**src/rtl/stream_rr_arbiter_pkg.sv**
```systemverilog
// Shared types for the burst-locked round-robin stream arbiter.
package stream_rr_arbiter_pkg;

    typedef enum logic {
        ST_IDLE  = 1'b0,
        ST_BURST = 1'b1
    } state_e;

endpackage

```
**src/rtl/stream_rr_arbiter_rr_pick.sv**
```systemverilog
// Combinational round-robin pick: rotate so ptr+1 sits at bit 0, find first set, rotate back.
module stream_rr_arbiter_rr_pick #(
    parameter int N_REQ = 4,
    parameter int ID_W  = $clog2(N_REQ)
) (
    input  logic [N_REQ-1:0] req_i,
    input  logic [ID_W-1:0]  ptr_i,
    output logic [N_REQ-1:0] gnt_onehot_o,
    output logic [ID_W-1:0]  gnt_id_o,
    output logic             any_o
);

    logic [N_REQ-1:0] rot;
    int               base;
    int               off;

    assign any_o = |req_i;

    always_comb begin
        base = (int'(ptr_i) + 1) % N_REQ;
        rot  = '0;
        for (int k = 0; k < N_REQ; k++) begin
            rot[k] = req_i[ID_W'((base + k) % N_REQ)];
        end
        // Scan downward so the lowest set bit of the rotated vector wins.
        off = 0;
        for (int k = N_REQ - 1; k >= 0; k--) begin
            if (rot[k]) off = k;
        end
        gnt_id_o     = ID_W'((base + off) % N_REQ);
        gnt_onehot_o = '0;
        if (any_o) gnt_onehot_o[gnt_id_o] = 1'b1;
    end

endmodule

```
**src/rtl/stream_rr_arbiter.sv**
```systemverilog
// Burst-locked round-robin arbiter sharing one downstream write port among N_REQ streams.
module stream_rr_arbiter
    import stream_rr_arbiter_pkg::*;
#(
    parameter int N_REQ     = 4,
    parameter int DATA_W    = 32,
    parameter int BURST_LEN = 16,
    parameter int ID_W      = $clog2(N_REQ),
    parameter int CNT_W     = $clog2(BURST_LEN + 1)
) (
    input  logic                    clk,
    input  logic                    areset_n,
    input  logic [N_REQ-1:0]        i_s_valid,
    output logic [N_REQ-1:0]        o_s_ready,
    input  logic [N_REQ*DATA_W-1:0] i_s_data,
    input  logic [N_REQ-1:0]        i_s_last,
    output logic                    o_m_valid,
    input  logic                    i_m_ready,
    output logic [DATA_W-1:0]       o_m_data,
    output logic [ID_W-1:0]         o_m_id,
    output logic                    o_m_last,
    output logic [N_REQ-1:0]        o_grant,
    output logic                    o_busy
);

    state_e                       state_q;
    logic [N_REQ-1:0]             grant_q;
    logic [ID_W-1:0]              id_q;
    logic [ID_W-1:0]              prio_q;
    logic [CNT_W-1:0]             cnt_q;

    logic [N_REQ-1:0][DATA_W-1:0] s_data;
    logic                         busy;
    logic                         hs;
    logic                         term;
    logic [ID_W-1:0]              pick_ptr;
    logic [N_REQ-1:0]             pick_gnt;
    logic [ID_W-1:0]              pick_id;
    logic                         pick_any;

    assign s_data    = i_s_data;
    assign busy      = (state_q == ST_BURST);
    assign o_m_valid = busy & i_s_valid[id_q];
    assign o_m_data  = busy ? s_data[id_q] : '0;
    assign o_m_last  = o_m_valid & (i_s_last[id_q] | (cnt_q == CNT_W'(BURST_LEN - 1)));
    assign hs        = o_m_valid & i_m_ready;
    assign term      = hs & o_m_last;
    assign o_s_ready = (busy & i_m_ready) ? grant_q : '0;
    assign o_grant   = grant_q;
    assign o_m_id    = id_q;
    assign o_busy    = busy;

    // On re-arbitration the holder becomes the pointer, so it ranks last.
    assign pick_ptr = busy ? id_q : prio_q;

    stream_rr_arbiter_rr_pick #(
        .N_REQ (N_REQ),
        .ID_W  (ID_W)
    ) u_pick (
        .req_i        (i_s_valid),
        .ptr_i        (pick_ptr),
        .gnt_onehot_o (pick_gnt),
        .gnt_id_o     (pick_id),
        .any_o        (pick_any)
    );

    always_ff @(posedge clk or negedge areset_n) begin
        if (!areset_n) begin
            state_q <= ST_IDLE;
            grant_q <= '0;
            id_q    <= '0;
            cnt_q   <= '0;
            prio_q  <= ID_W'(N_REQ - 1);
        end else begin
            case (state_q)
                ST_IDLE: begin
                    if (pick_any) begin
                        state_q <= ST_BURST;
                        grant_q <= pick_gnt;
                        id_q    <= pick_id;
                    end
                end
                ST_BURST: begin
                    if (term) begin
                        prio_q <= id_q;
                        cnt_q  <= '0;
                        if (pick_any) begin
                            grant_q <= pick_gnt;
                            id_q    <= pick_id;
                        end else begin
                            state_q <= ST_IDLE;
                            grant_q <= '0;
                        end
                    end else if (hs) begin
                        cnt_q <= cnt_q + 1'b1;
                    end
                end
                default: state_q <= ST_IDLE;
            endcase
        end
    end

endmodule
```
**config.mk**
```make
export PLATFORM = sky130hd
export DESIGN_NAME = stream_rr_arbiter
export DESIGN_NICKNAME = d
export VERILOG_FILES = /design/src/rtl/stream_rr_arbiter_pkg.sv /design/src/rtl/stream_rr_arbiter_rr_pick.sv /design/src/rtl/stream_rr_arbiter.sv
export SDC_FILE = /design/constraint.sdc
export NUM_CORES = 1
export LEC_CHECK = 0
export ABC_AREA = 1
export BUFFER_PORTS_ARGS = -buffer_cell sky130_fd_sc_hd__buf_4
export CAP_MARGIN = 20
export CORE_ASPECT_RATIO = 1.5
export CORE_MARGIN = 5
export CORE_UTILIZATION = 42
export CTS_CLUSTER_SIZE = 28
export DETAILED_ROUTE_END_ITERATION = 10
export HOLD_SLACK_MARGIN = 0.12
export PLACE_DENSITY_LB_ADDON = 0.12
export SETUP_SLACK_MARGIN = 0.1
export SYNTH_ARGS = -nofsm -noshare
export SYNTH_HDL_FRONTEND = slang
export SYNTH_SLANG_ARGS = --single-unit
```
**constraint.sdc**
```tcl
create_clock -name clk -period 4.9 [get_ports clk]
set_input_delay 0.98 -clock clk [delete_from_list [all_inputs] [get_ports clk]]
set_output_delay 0.98 -clock clk [all_outputs]
set_load 0.02 [all_outputs]
```
==> flow_summary.json, run 1 <==
{
  "status": "finished, final reports clean",
  "nFillCells": 491,
  "insertedDiodeCount": 0,
  "area_delta_synth_final_pct": 65.2,
  "grt_pass1_wl_um": 14200,
  "ys_warn_count": 0,
  "die_y_um": 97.6,
  "drc": 0,
  "hold_buffers": 0,
  "cts_tree": "built",
  "syn_nets": 531,
  "hold_start": "prio_q[1]",
  "power_frac_seq_pct": 11.9,
  "maxSlewViolCount": 0,
  "path_max_fanout": 36,
  "p_leak_nw": 1.85,
  "clk_latency_ns": 0.25,
  "cp_data_arrival_time_ns": 2.16,
  "placementRows": 32,
  "startpoint": "o_m_id[0]",
  "end_kind": "output port",
  "clock_power_share_pct": 4.9,
  "clock_skew_ns": 0.00482,
  "avgSynthCellArea_um2": 5.52,
  "cts_root_buffer": "clkbuf_8",
  "power_per_cell_area_nw_per_um2": 563,
  "io_buffers": 183,
  "timing.max_cap.violations": 0,
  "vias": 3189,
  "relSlewSlack_pct": 52.7,
  "grt_max_degree": 72,
  "synth_top_cell_by_area": "nor2_1",
  "drtAntennaViolNets": 0,
  "synth_seq_cells": 14,
  "antenna_found_initial": 0,
  "synth_commonest_cells": "nor2_1, nand2_1, o21ai_0",
  "synthTopCellsByArea": "nor2_1, dfrtp_1, o21ai_0",
  "hpwl_um": 7560,
  "power.internal_mw": 0.875,
  "pin_count": 184,
  "wire_per_inst_um": 15.3,
  "period_minus_slack_ns": 3.14,
  "start_util_pct": 42.6,
  "synth-xor-area-share_pct": 0,
  "die_x_um": 68.4,
  "worstMarginPinSlew_ns": 0.709,
  "synth_top_family_by_area": "simple AND/OR/NAND/NOR gates",
  "drive_above_1_share_pct": 40.0,
  "synthArstFlopShare_pct": 100,
  "grtUsageTotal_pct": 26.9,
  "hold_path.class": "reg2reg",
  "first_pass_iters": 5,
  "cp.required_ns": 3.92,
  "numCtsBuffers": 3,
  "period_share_pct": 64.0,
  "multiInputGateArea_um2": 1590,
  "r2r-start": "o_m_id[0]",
  "path_clk_slew_ns": 0.05,
  "critPathLaunchType": "flip-flop",
  "ys.flop_type": "dfrtp_1",
  "pre_cts_slack_ns": 2.06,
  "setup_slack_ns": 1.76,
  "path_class": "reg2out",
  "routed_wl_um": 9510,
  "power_frac_comb_pct": 83.3,
  "hold_viol_final": 0,
  "yosysTopAreaCellShare_pct": 23.6,
  "finalSetupTns_ns": 0,
  "muxShareOfSynthArea_pct": 0,
  "netlist_instances": 389,
  "fmax_mhz": 319,
  "synthesis.area_um2": 2150,
  "core_um2": 5040,
  "first_global_vias": 2930,
  "synth-edff-count": 0,
  "grt_overflow": 0,
  "htree_levels": 1,
  "p_sw_mw": 1.12,
  "clk_path_buf_depth": 2,
  "gp_congestion": 0.867,
  "yosys.area_share.adder_pct": 1.75,
  "drt_iter0_drc": 255,
  "finalNetCount": 698,
  "synth_compound_area_share_pct": 24.8,
  "yosys.cell_count.top_type": "nor2_1",
  "irDropWorstVdd_v": 0.000542,
  "rsz0062_at_grt": "no",
  "ctsResizeCount": 0,
  "die-area_um2": 6670,
  "cts.sinks": 14,
  "viasPerCell": 5.12,
  "setup_violations": 0,
  "switching_share_pct": 56.2,
  "synthSimpleGateAreaFrac_pct": 47.6,
  "cts_setup_buffers": 0,
  "synth.distinct_cells": 29,
  "ff_latch_area_um2": 354,
  "seq_area_frac_synth_pct": 16.4
}
[final cells by class]
type,count,share of cell area (%)
timing repair buffer,185,39.2
inverter,19,2.29
tap,68,2.40
sequential,14,9.99
multi-input combinational,333,44.9
clock buffer,4,1.27
[power groups by stage]
stage	Combinational [mW]	Clock, mW	Sequential, mW
after floorplan	1.13	0	0.215
after global placement	1.64	0	0.233
after detailed placement	1.66	0	0.237
after CTS	1.67	0.0983	0.236
after global routing	1.83	0.102	0.244
final	1.66	0.0975	0.237
[critical path, stage by stage, from the launching register on]
cell     delay, ns
dfrtp_2       0.83
buf_4         0.46
nor2_1        0.10
nor2_1        0.08
o21ai_0       0.08
a21oi_1       0.18
buf_4         0.17
[cell usage in the layout (no fill, tap or decap), drive strengths merged, types with 2 or more instances in the layout]
master,count
buf,185
nor2,137
nand2,84
o21ai,51
a21oi,23
inv,19
o31ai,17
dfrtp,12
nand3,12
clkbuf,4
ha,3
nand4,2
dfstp,2
[path summary, 6_finish.rpt]
kind	end	slack (ns)	cells past startpoint
worst min-delay path	prio_q[1]	0.50	2
min in group asynchronous	o_grant[2]	0.57	1
worst max-delay path	o_m_data[0]	1.76	6
max in group asynchronous	prio_q[1]	4.09	1
worst min register to register	prio_q[1]	0.50	2
worst max register to register	o_grant[3]	2.22	18
[cell families after synthesis]
group	count (synthesis)
fa+ha+maj	3
simple gates	236
compound gates	94
flops	14
buf+inv	42
[metrics by stage]
stage / util (%) / cells / hold slack, ns / cell area, um2 / power, mW
floorplan: - / 389 / 0.468 / 2150 / 1.34
global placement: 69.4 / 619 / 0.484 / 3500 / 1.87
detailed placement: 69.4 / 619 / 0.493 / 3500 / 1.90
CTS: 70.3 / 623 / 0.500 / 3550 / 2.00
global route: 70.3 / 623 / 0.523 / 3550 / 2.18
finish: 70.3 / 623 / 0.500 / 3550 / 2.00
[metal layers]
metal  vias up  global-route usage, %  wire [um]
li1       1596                      -          -
met1      1386                   30.6       3360
met2       162                   42.4       4450
met3        45                   8.68       1130
met4         0                   15.2        568
met5         -                      0          0
[sequential cells by signal, indices dropped and copies added, names as in the netlist]
signal and count:
o_grant 4, o_m_id 2, cnt_q 5, prio_q 2
o_busy 1
No activity file was read; power rests on OpenSTA's default activity.
==> inputs of run 2 (changes only) <==
--- a/config.mk
+++ b/config.mk
@@ -10,7 +10,7 @@
 export CAP_MARGIN = 20
 export CORE_ASPECT_RATIO = 1.5
 export CORE_MARGIN = 5
-export CORE_UTILIZATION = 42
+export CORE_UTILIZATION = 35
 export CTS_CLUSTER_SIZE = 28
 export DETAILED_ROUTE_END_ITERATION = 10
 export HOLD_SLACK_MARGIN = 0.12
==> constraint.sdc (replaced) <==
create_clock -name clk -period 2.75 [get_ports clk]
set_input_delay 0.55 -clock clk [delete_from_list [all_inputs] [get_ports clk]]
set_output_delay 0.55 -clock clk [all_outputs]
set_load 0.02 [all_outputs]
==> flow_summary.json, run 2 (synthesized netlist as in run 1, its figures left out) <==
{
  "status": "finished, final reports clean",
  "mostFrequentLayoutCells": "buf_4, nor2_1, nand2_1, o21ai_0, a21oi_1",
  "clk_latency_ns": 0.24,
  "fmax_mhz": 429,
  "power_per_cell_area_nw_per_um2": 1020,
  "timing.max_cap.violations": 0,
  "reg2reg_to": "o_m_id[1]",
  "area_delta_synth_final_pct": 67.0,
  "clk_path_buf_depth": 2,
  "r2r_cells": 17,
  "vias": 3158,
  "drtAntennaViolNets": 0,
  "htree_levels": 1,
  "cts_setup_buffers": 0,
  "cts_tree": "built",
  "first_pass_iters": 6,
  "pre_cts_slack_ns": 0.464,
  "clock_skew_ns": 0.00282,
  "hold_viol_final": 0,
  "hold_ws_ns": 0.146,
  "placementRows": 35,
  "top_layer_used": "met4",
  "wl_met2_um": 5130,
  "finalSetupTns_ns": 0,
  "die_y_um": 106,
  "insertedDiodeCount": 0,
  "setup_slack_ns": 0.417,
  "period_share_pct": 84.8,
  "die-area_um2": 7830,
  "critPathLaunchType": "flip-flop",
  "irDropWorstVdd_v": 0.000601,
  "wire_per_inst_um": 15.8,
  "maxSlewViolCount": 0,
  "power.total_mw": 3.64,
  "numCtsBuffers": 3,
  "worstMarginPinSlew_ns": 0.401,
  "layout_commonest_cell": "buf_4",
  "drt-met1-wl_um": 3700,
  "hold_path.class": "in2async",
  "largest_reg_flops": 5,
  "rsz0062_at_grt": "no",
  "r2r-start": "o_busy",
  "place_area_um2": 3530,
  "p_leak_nw": 1.87,
  "final_util_pct": 59.3,
  "grt_max_degree": 43,
  "regMostFlops": "cnt_q",
  "grt_overflow": 0,
  "antenna_found_initial": 0,
  "path_max_fanout": 32,
  "end_kind": "output port",
  "grtUsageTotal_pct": 23.7,
  "first_global_vias": 2908,
  "path_class": "reg2out",
  "cp.required_ns": 2.20,
  "path_clk_slew_ns": 0.06,
  "drt_iter0_drc": 233,
  "routed_wl_um": 9960,
  "drc": 0,
  "pin_count": 184,
  "finalNetCount": 701,
  "ff2ff_setup_slack_ns": 0.45,
  "hpwl_um": 8080,
  "gp_congestion": 0.859,
  "grt_pass1_wl_um": 14900,
  "cp_data_arrival_time_ns": 1.78,
  "relSlewSlack_pct": 73.2,
  "place_inst": 628,
  "period_minus_slack_ns": 2.33,
  "cts.sinks": 14,
  "hold_buffers": 0,
  "setup_violations": 0,
  "drive_above_1_share_pct": 40.5,
  "core_um2": 6040,
  "cts_root_buffer": "clkbuf_8",
  "die_x_um": 74.0,
  "instances_no_fill": 632,
  "io_buffers": 183,
  "met3_wirelength_um": 807,
  "start_util_pct": 35.5,
  "design_area_um2": 3590,
  "viasPerCell": 5.00,
  "ctsResizeCount": 0
}
-- run 2: cell type report --
type                    instances  area [um2]
fillers                       642        2460
multi-input cells             333        1590
repair buffers                188        1410
flip-flops and latches         14         354
well taps                      74        92.6
inverters                      19        81.3
clock buffers                   4        55.1
-- run 2: worst max-delay path by stage --
stage / cells after the start / slack, ns / from / endpoint
after floorplan: 6 / 0.52 / o_m_id[0] / o_m_data[1]
after global placement: 17 / 0.56 / o_busy / o_grant[3]
after detailed placement: 17 / 0.46 / o_busy / o_grant[2]
after CTS: 6 / 0.42 / o_m_id[0] / o_m_last
after global routing: 18 / 0.21 / o_busy / o_m_id[1]
final: 6 / 0.42 / o_m_id[0] / o_m_last
-- run 2: report_power, final --
group	internal [mW]	total, mW	leakage, nW	switching (mW)
combinational	1.19	3.07	1.67	1.88
clock	0.127	0.199	0.0288	0.0726
sequential	0.289	0.374	0.171	0.0851
-- run 2: critical path, cell delays in order (launching register included) --
cell,delay (ns)
dfrtp_2,0.44
buf_4,0.34
nand2_1,0.10
nand3_1,0.11
nand2_2,0.14
nor3_1,0.22
buf_4,0.18
-- run 2: per-layer routing --
metal  GRT usage (%)  vias to the layer above
met2            41.6                      141
met3            4.45                       21
li1                -                     1605
met4            7.38                        0
met5               0                        -
met1            28.2                     1391
==> inputs of run 3 (changes only) <==
--- a/config.mk
+++ b/config.mk
@@ -5,12 +5,12 @@
 export SDC_FILE = /design/constraint.sdc
 export NUM_CORES = 1
 export LEC_CHECK = 0
-export ABC_AREA = 1
+export ABC_AREA = 0
 export BUFFER_PORTS_ARGS = -buffer_cell sky130_fd_sc_hd__buf_4
 export CAP_MARGIN = 20
 export CORE_ASPECT_RATIO = 1.5
 export CORE_MARGIN = 5
-export CORE_UTILIZATION = 35
+export CORE_UTILIZATION = 38
 export CTS_CLUSTER_SIZE = 28
 export DETAILED_ROUTE_END_ITERATION = 10
 export HOLD_SLACK_MARGIN = 0.12
==> constraint.sdc (replaced) <==
create_clock -name clk -period 2.4 [get_ports clk]
set_input_delay 0.48 -clock clk [delete_from_list [all_inputs] [get_ports clk]]
set_output_delay 0.48 -clock clk [all_outputs]
set_load 0.02 [all_outputs]
==> flow_summary.json, run 3 <==
{
  "area_delta_synth_final_pct": 91.9,
  "switching_share_pct": 44.5,
  "top_layer_used": "met4",
  "drt-met1-wl_um": 3040,
  "synth_commonest_cells": "and2_1, mux4_2, dfrtp_1",
  "fmax_mhz": 422,
  "path_max_fanout": 7,
  "power_per_cell_area_nw_per_um2": 1180,
  "cts.sinks": 14,
  "critPathLaunchType": "flip-flop",
  "antenna_found_initial": 0,
  "first_pass_iters": 4,
  "cp_data_arrival_time_ns": 1.89,
  "place_area_um2": 3490,
  "drt_iter0_drc": 124,
  "synth-edff-count": 0,
  "grt_overflow": 0,
  "numCtsBuffers": 3,
  "wl_met2_um": 4940,
  "clk_path_buf_depth": 2,
  "synthesis.area_um2": 1990,
  "hold_path.class": "reg2reg",
  "first_global_vias": 2642,
  "grt_max_degree": 30,
  "power.internal_mw": 2.51,
  "placementRows": 32,
  "clock_skew_ns": 0.00649,
  "die-area_um2": 6830,
  "grt_pass1_wl_um": 13900,
  "end_kind": "output port",
  "cts_tree": "built",
  "power.total_mw": 4.52,
  "synthArstFlopShare_pct": 100,
  "grtUsageTotal_pct": 25.7,
  "worstMarginPinSlew_ns": 0.582,
  "pin_count": 184,
  "power_frac_comb_pct": 85.0,
  "htree_levels": 1,
  "period_minus_slack_ns": 2.37,
  "irDropWorstVdd_v": 0.00129,
  "drtAntennaViolNets": 0,
  "clock_power_share_pct": 4.5,
  "drive_above_1_share_pct": 74.3,
  "ys_warn_count": 0,
  "maxSlewViolCount": 0,
  "gp_congestion": 0.925,
  "die_y_um": 98.7,
  "viasPerCell": 5.61,
  "yosysTopAreaCellShare_pct": 37.3,
  "power_frac_seq_pct": 10.5,
  "io_buffers": 183,
  "relSlewSlack_pct": 60.5,
  "hpwl_um": 7640,
  "regMostFlops": "cnt_q",
  "rsz0062_at_grt": "yes",
  "insertedDiodeCount": 0,
  "p_sw_mw": 2.01,
  "hold_viol_final": 0,
  "synth_seq_cells": 14,
  "setup_violations": 0,
  "design_area_um2": 3830,
  "layout_commonest_cell": "buf_4",
  "yosys.cell_count.top_type": "and2_1",
  "vias": 2481,
  "synth.distinct_cells": 39,
  "syn_nets": 324,
  "mostFrequentLayoutCells": "buf_4, mux4_2, and2_1, and2_4, buf_6",
  "wire_per_inst_um": 21.2,
  "routed_wl_um": 9350,
  "path_clk_slew_ns": 0.06,
  "core_um2": 5120,
  "clk_latency_ns": 0.25,
  "timing.max_cap.violations": 0,
  "path_class": "reg2out",
  "die_x_um": 69.2,
  "largest_reg_flops": 5,
  "p_leak_nw": 1.75,
  "cts_root_buffer": "clkbuf_8",
  "finalNetCount": 517,
  "start_util_pct": 38.9,
  "met3_wirelength_um": 959,
  "synthTopCellsByArea": "mux4_2, dfrtp_1, and2_1",
  "period_share_pct": 98.6,
  "netlist_instances": 182,
  "status": "finished, final reports clean",
  "seq_area_frac_synth_pct": 17.7,
  "avgSynthCellArea_um2": 11.0,
  "cp.required_ns": 1.92,
  "ys.flop_type": "dfrtp_1",
  "drc": 0,
  "synth_top_cell_by_area": "mux4_2"
}
## run 3: worst paths after layout
kind	depth (start not counted)	from	slack [ns]	endpoint
setup / recovery	5	o_m_id[0]	0.03	o_m_last
hold / removal	2	cnt_q[4]	0.49	cnt_q[4]
setup reg to reg	7	o_m_id[0]	0.09	o_grant[2]
hold reg to reg	2	cnt_q[4]	0.49	cnt_q[4]
max in group asynchronous	2	areset_n	1.54	prio_q[1]
min in group asynchronous	2	areset_n	0.62	o_m_id[0]
## run 3: layout make-up
type | instances | area (um2)
Inverter | 1 | 3.75
Timing Repair Buffer | 202 | 1610
Clock buffer | 4 | 45.0
Sequential cell | 14 | 357
Fill cell | 382 | 1300
Tap cell | 68 | 85.1
Multi-Input combinational cell | 153 | 1730
## run 3: layer usage
layer | vias up | global-route usage (%)
met5 | - | 0
met4 | 0 | 10.7
met3 | 31 | 10.2
met2 | 145 | 47.6
met1 | 1201 | 25.0
li1 | 1104 | -
## run 3: timing repair
item	4_1_cts	5_1_grt
setup endpoints to repair	38	39
gates cloned	0	2
resized for setup	16	30
hold endpoints to repair	12	0
hold buffers	1	0
pin swaps	3	10
setup buffers	7	1
## run 3: power by group through the flow
stage	clock, mW	sequential, mW	combinational [mW]
detailed placement	0	0.467	3.23
global placement	0	0.468	3.18
floorplan	0	0.465	2.08
CTS	0.204	0.460	3.43
global route	0.216	0.486	4.06
finish	0.204	0.475	3.84
## run 3: worst max-delay path: stages (launching register included)
cell     delay, ns
dfrtp_2       0.52
buf_6         0.16
mux4_2        0.55
and2_4        0.17
and2_4        0.13
buf_6         0.12
## run 3: stage by stage
| stage | std cells | util [%] | TNS [ns] | hold slack (ns) | setup WS [ns] |
|---|---|---|---|---|---|
| 2_1_floorplan | 182 | - | 0 | 0.184 | 0.112 |
| 3_3_place_gp | 427 | 68.0 | 0 | 0.345 | 0.0882 |
| 3_5_place_dp | 427 | 68.0 | -0.0412 | 0.340 | -0.0195 |
| 4_1_cts | 439 | 71.2 | 0 | 0.498 | 0.0624 |
| 5_1_grt | 442 | 74.7 | -0.00811 | 0.551 | -0.00588 |
| 6_report | 442 | 74.7 | 0 | 0.488 | 0.0330 |
## run 3: cell families after synthesis
group / count (synthesis) / share of synthesized area, %
xor gates and xnor gates: 4 / 1.76
DFF: 14 / 17.7
and+or+nand+nor: 77 / 22.0
muxes: 41 / 42.5
AOI/OAI and AO/OA: 27 / 10.0
buffers and inverters: 16 / 4.08
adders and majority gates: 3 / 1.88
